<file path="src/rtl/divisor_secuencial.sv">
`default_nettype none
// ============================================================================
//  Module   : divisor_secuencial (with helper restador)
//  Brief    : Multi-cycle unsigned restoring divider, one quotient bit/clock.
//  Revision : 1.0
// ============================================================================

module restador #(
    parameter int W = 5
) (
    input  logic [W-1:0] a_i,
    input  logic [W-1:0] b_i,
    output logic [W-1:0] diff_o,
    output logic         carry_o
);
    logic [W:0] w_full;

    assign w_full  = {1'b0, a_i} - {1'b0, b_i};
    assign diff_o  = w_full[W-1:0];
    // carry = no borrow, i.e. a_i >= b_i
    assign carry_o = ~w_full[W];
endmodule

module divisor_secuencial #(
    parameter int N = 4
) (
    input  logic         clk_i,
    input  logic         rst_n_i,
    input  logic         start_i,
    input  logic [N-1:0] dividendo_i,
    input  logic [N-1:0] divisor_i,
    output logic         busy_o,
    output logic         done_o,
    output logic [N-1:0] cociente_o,
    output logic [N-1:0] residuo_o,
    output logic         div0_o
);
    localparam int              CW       = $clog2(N);
    localparam logic [CW-1:0]   CNT_LAST = CW'(N - 1);
    localparam logic [1:0]      S_IDLE   = 2'd0;
    localparam logic [1:0]      S_CALC   = 2'd1;
    localparam logic [1:0]      S_DONE   = 2'd2;

    logic [1:0]    state_q, state_d;
    logic [N-1:0]  q_q, q_d;
    logic [N-1:0]  b_q, b_d;
    logic [N:0]    r_q, r_d;
    logic [CW-1:0] cnt_q, cnt_d;
    logic [N-1:0]  coc_q, coc_d;
    logic [N-1:0]  res_q, res_d;
    logic          div0_q, div0_d;

    logic [N:0]    w_r_shift;
    logic [N:0]    w_diff;
    logic          w_carry;
    logic [N:0]    w_r_next;
    logic [N-1:0]  w_q_next;
    logic          w_unused;

    assign w_r_shift = {r_q[N-1:0], q_q[N-1]};

    restador #(.W(N + 1)) u_restador (
        .a_i     (w_r_shift),
        .b_i     ({1'b0, b_q}),
        .diff_o  (w_diff),
        .carry_o (w_carry)
    );

    assign w_r_next = w_carry ? w_diff : w_r_shift;
    assign w_q_next = {q_q[N-2:0], w_carry};
    // Partial remainder stays below the divisor, so its MSB never feeds back
    assign w_unused = r_q[N];

    always_comb begin
        state_d = state_q;
        q_d     = q_q;
        b_d     = b_q;
        r_d     = r_q;
        cnt_d   = cnt_q;
        coc_d   = coc_q;
        res_d   = res_q;
        div0_d  = div0_q;
        case (state_q)
            S_CALC: begin
                r_d   = w_r_next;
                q_d   = w_q_next;
                cnt_d = cnt_q + CW'(1);
                if (cnt_q == CNT_LAST) begin
                    state_d = S_DONE;
                    coc_d   = w_q_next;
                    res_d   = w_r_next[N-1:0];
                end
            end
            default: begin
                if (start_i) begin
                    if (divisor_i != '0) begin
                        state_d = S_CALC;
                        q_d     = dividendo_i;
                        b_d     = divisor_i;
                        r_d     = '0;
                        cnt_d   = '0;
                        div0_d  = 1'b0;
                    end else begin
                        state_d = S_DONE;
                        coc_d   = '1;
                        res_d   = dividendo_i;
                        div0_d  = 1'b1;
                    end
                end else begin
                    state_d = S_IDLE;
                end
            end
        endcase
    end

    always_ff @(posedge clk_i or negedge rst_n_i) begin
        if (!rst_n_i) begin
            state_q <= S_IDLE;
            q_q     <= '0;
            b_q     <= '0;
            r_q     <= '0;
            cnt_q   <= '0;
            coc_q   <= '0;
            res_q   <= '0;
            div0_q  <= 1'b0;
        end else begin
            state_q <= state_d;
            q_q     <= q_d;
            b_q     <= b_d;
            r_q     <= r_d;
            cnt_q   <= cnt_d;
            coc_q   <= coc_d;
            res_q   <= res_d;
            div0_q  <= div0_d;
        end
    end

    assign busy_o     = (state_q == S_CALC);
    assign done_o     = (state_q == S_DONE);
    assign cociente_o = coc_q;
    assign residuo_o  = res_q;
    assign div0_o     = div0_q;
endmodule

`default_nettype wire

</file>
<file path="config.mk">
export PLATFORM = sky130hd
export DESIGN_NAME = divisor_secuencial
export DESIGN_NICKNAME = d
export VERILOG_FILES = /design/src/rtl/divisor_secuencial.sv
export SDC_FILE = /design/constraint.sdc
export NUM_CORES = 1
export LEC_CHECK = 0
export CAP_MARGIN = 20
export CELL_PAD_IN_SITES_DETAIL_PLACEMENT = 1
export CELL_PAD_IN_SITES_GLOBAL_PLACEMENT = 1
export CORE_ASPECT_RATIO = 1.1
export CORE_MARGIN = 4
export CORE_UTILIZATION = 40
export CTS_CLUSTER_DIAMETER = 40
export DETAILED_ROUTE_END_ITERATION = 12
export PLACE_DENSITY_LB_ADDON = 0.1
export SETUP_SLACK_MARGIN = 0.02
export SLEW_MARGIN = 20
export SYNTH_ARGS = -nofsm -noshare
export SYNTH_HDL_FRONTEND = slang
export SYNTH_HIERARCHICAL = 1
export SYNTH_SLANG_ARGS = --single-unit
</file>
<file path="constraint.sdc">
create_clock -name clk_i -period 2.7 [get_ports clk_i]
set_input_delay 0.81 -clock clk_i [delete_from_list [all_inputs] [get_ports clk_i]]
set_output_delay 0.81 -clock clk_i [all_outputs]
set_load 0.03 [all_outputs]
</file>
==> impl_results.md <==
- RSZ-0062 raised after global routing: no
- # resized after CTS: 0
- Least-Margin Pin Slew: a little over 500 ps
- Synthesized net count: between 100 and 150
- Root Buffer: clkbuf_4
- Vias per inst: about 5.4
- Die H: 67.1 um
- Total global routing overflow: 0
- Most frequent cells in the layout: dfrtp_1 (25), clkdlybuf4s50_1 (21), nor2_1 (11)
- Final Setup Violations: 0
- 1st-iter DRT viols: 23
- Worst skew pair latency: a little over 300 ps
- WHS Path Cells: 1
- Post-Syn Instances: 119
- Critical path arrival: between 1500 and 2000 ps
- Clock sink count: 25
- Antenna diode count: 0
- Placed Area: 1530 um2
- Final period util: roughly 93%
- Number of hold violations in the final report: 0
- Vias in the first global route: roughly 1100
- Initial core utilization: a little over two fifths
- CP required: around 1900 ps
- Post-Route WL: approximately 2900 um
- Worst Path Max Fanout: 5
- Clock tree from TritonCTS: yes
- PD cells: between 1000 and 1500 nW/um2
- Met2 usage: roughly a quarter
- Slowest-stage cell, CP: clkdlybuf4s50_1
- Final nets: 162
- Fin util: around 51%
- Leak: between 0.0007 and 0.0008 uW
- Flop2flop setup slack: 660 ps
- Die ar.: 4140 um2
- Post-Layout Inst Area: approximately 1600 um2
- Critical Path Source Type: register
- Core ar.: 3050 um2
- Largest net degree at the start of global routing: 26
- Total CTS buffers: 3
- DR WL/cell: 16.3 um
- Maximum VDD drop: 0.648 mV
- Die X: 61.7 um
- Fin. max-slew vios: 0
- Max Clk Rate: roughly 400 MHz
- Worst path cell trace: nand2b_1 > inv_1 > clkdlybuf4s50_1
- Slew HR: between 60 and 70%
- Share of cells above drive strength 1: between 10 and 15%
- Port-buffer cells: 21
- Vias: 962
- Initial antenna violation count: 0
- # fillers: approximately 340
- Worst Hold Class: reg2reg
- Setup TNS: 0 ps
- FF-to-FF End: residuo_o[2]$_DFFE_PN0P_
- Site Rows: 21
- Postcts setup bufs: 0
- CTS clk-pin slew, worst paths: 130 ps
- CP bufs+invs: 2
- CP Capture Type: output port
- CTS max path bufs: 2
- Antenna-violating nets left: 0
- Post-synthesis instance area: 1270 um2
- Maxcap violations: 0
- GRT busiest layer: met2
- Clock skew: ~6.7 ps
- Crit path kind: reg2out
- Critical Path Max Stage Delay: around 700 ps
- R2R depth: 9
- Outcome: complete, no violations
- Area growth syn-to-layout: 22.6%
- Drt pass-1 iters: 4
- Hold_buf cts: 0
- Top delay family on crit path: buffers and inverters
- Routing usage on met3: 2.71%
- Yosys warns: 6
- Final min period: about 2500 ps
- Gp weighted congestion: 0.739
- Hpwl dp: approximately 2200 um
- H-tree depth: 1
- GRT Util Overall: 15.8%
- Drc violations: 0
- GR Util met1: between 20% and 30%
- Io pins: 22
- Commonest non-fill, non-tap cell in the layout: dfrtp_1
- Avg Cell Area, Syn: 10.7 um2
- Worst r2r src: b_q[1]$_DFFE_PN0P_
- Worst Hold End: cnt_q[0]$_DFFE_PN0P_
- Hold Startpoint: cnt_q[0]$_DFFE_PN0P_
- First-pass GRT wire length: roughly 4800 um
-- routing by layer --
metal,vias to the layer above,wire (um)
li1,463,-
met1,480,1270
met2,15,1500
met3,4,77
met4,0,30
met5,-,0
-- registers in the layout, summed over array words and instances (netlist names) --
signal and cells:
q_q 4, r_q 4, b_q 4, cociente_o 4, state_q 2, residuo_o 4, div0_o 1, cnt_q 2
-- power by group --
group / switching (uW) / leakage, uW / total (uW) / internal [uW]
Clock: 105 / 0.0000150 / 162 / 57.6
Combinational: 600 / 0.000391 / 1110 / 505
Sequential: 118 / 0.000295 / 667 / 549
Total: 823 / 0.000700 / 1930 / 1110
-- worst max-delay path by stage --
| stage | startpoint | endpoint | slack [ps] | depth (start not counted) |
|---|---|---|---|---|
| finish | state_q[1]$_DFFE_PN0P_ | busy_o | 180 | 3 |
| global route | state_q[1]$_DFFE_PN0P_ | busy_o | 70 | 3 |
| CTS | state_q[1]$_DFFE_PN0P_ | busy_o | 160 | 3 |
| detailed placement | divisor_i[1] | residuo_o[1]$_DFFE_PN0P_ | 180 | 4 |
| global placement | divisor_i[1] | residuo_o[3]$_DFFE_PN0P_ | 270 | 4 |
| floorplan | b_q[1]$_DFFE_PN0P_ | residuo_o[0]$_DFFE_PN0P_ | 830 | 9 |
-- layout make-up --
class                   count  area, um2  share of cell area [%]
flip-flops and latches     25        626                    40.2
multi-input cells          79        583                    37.5
clock buffers               4       26.3                    1.69
inverters                  10       37.5                    2.41
repair buffers             25        240                    15.4
well taps                  34       42.5                    2.74
-- metrics by stage --
stage | cells | power, uW | setup slack (ps) | hold slack (ps)
2_1_floorplan | 119 | 1420 | 825 | 467
3_3_place_gp | 173 | 1740 | 274 | 485
3_5_place_dp | 173 | 1800 | 182 | 495
4_1_cts | 177 | 1970 | 160 | 517
5_1_grt | 177 | 2110 | 71.7 | 541
6_report | 177 | 1930 | 178 | 517
-- worst register-to-register path, stage by stage, from the launching register on --
cell and delay [ps]:
dfrtp_1 430, inv_1 60, ha_1 260, nor2b_1 190, o211ai_1 140, a21oi_1 160, buf_4 200, mux2i_1 300
nand2_1 90, o221a_2 130
Note: power is estimated with default switching activity, not from simulation.
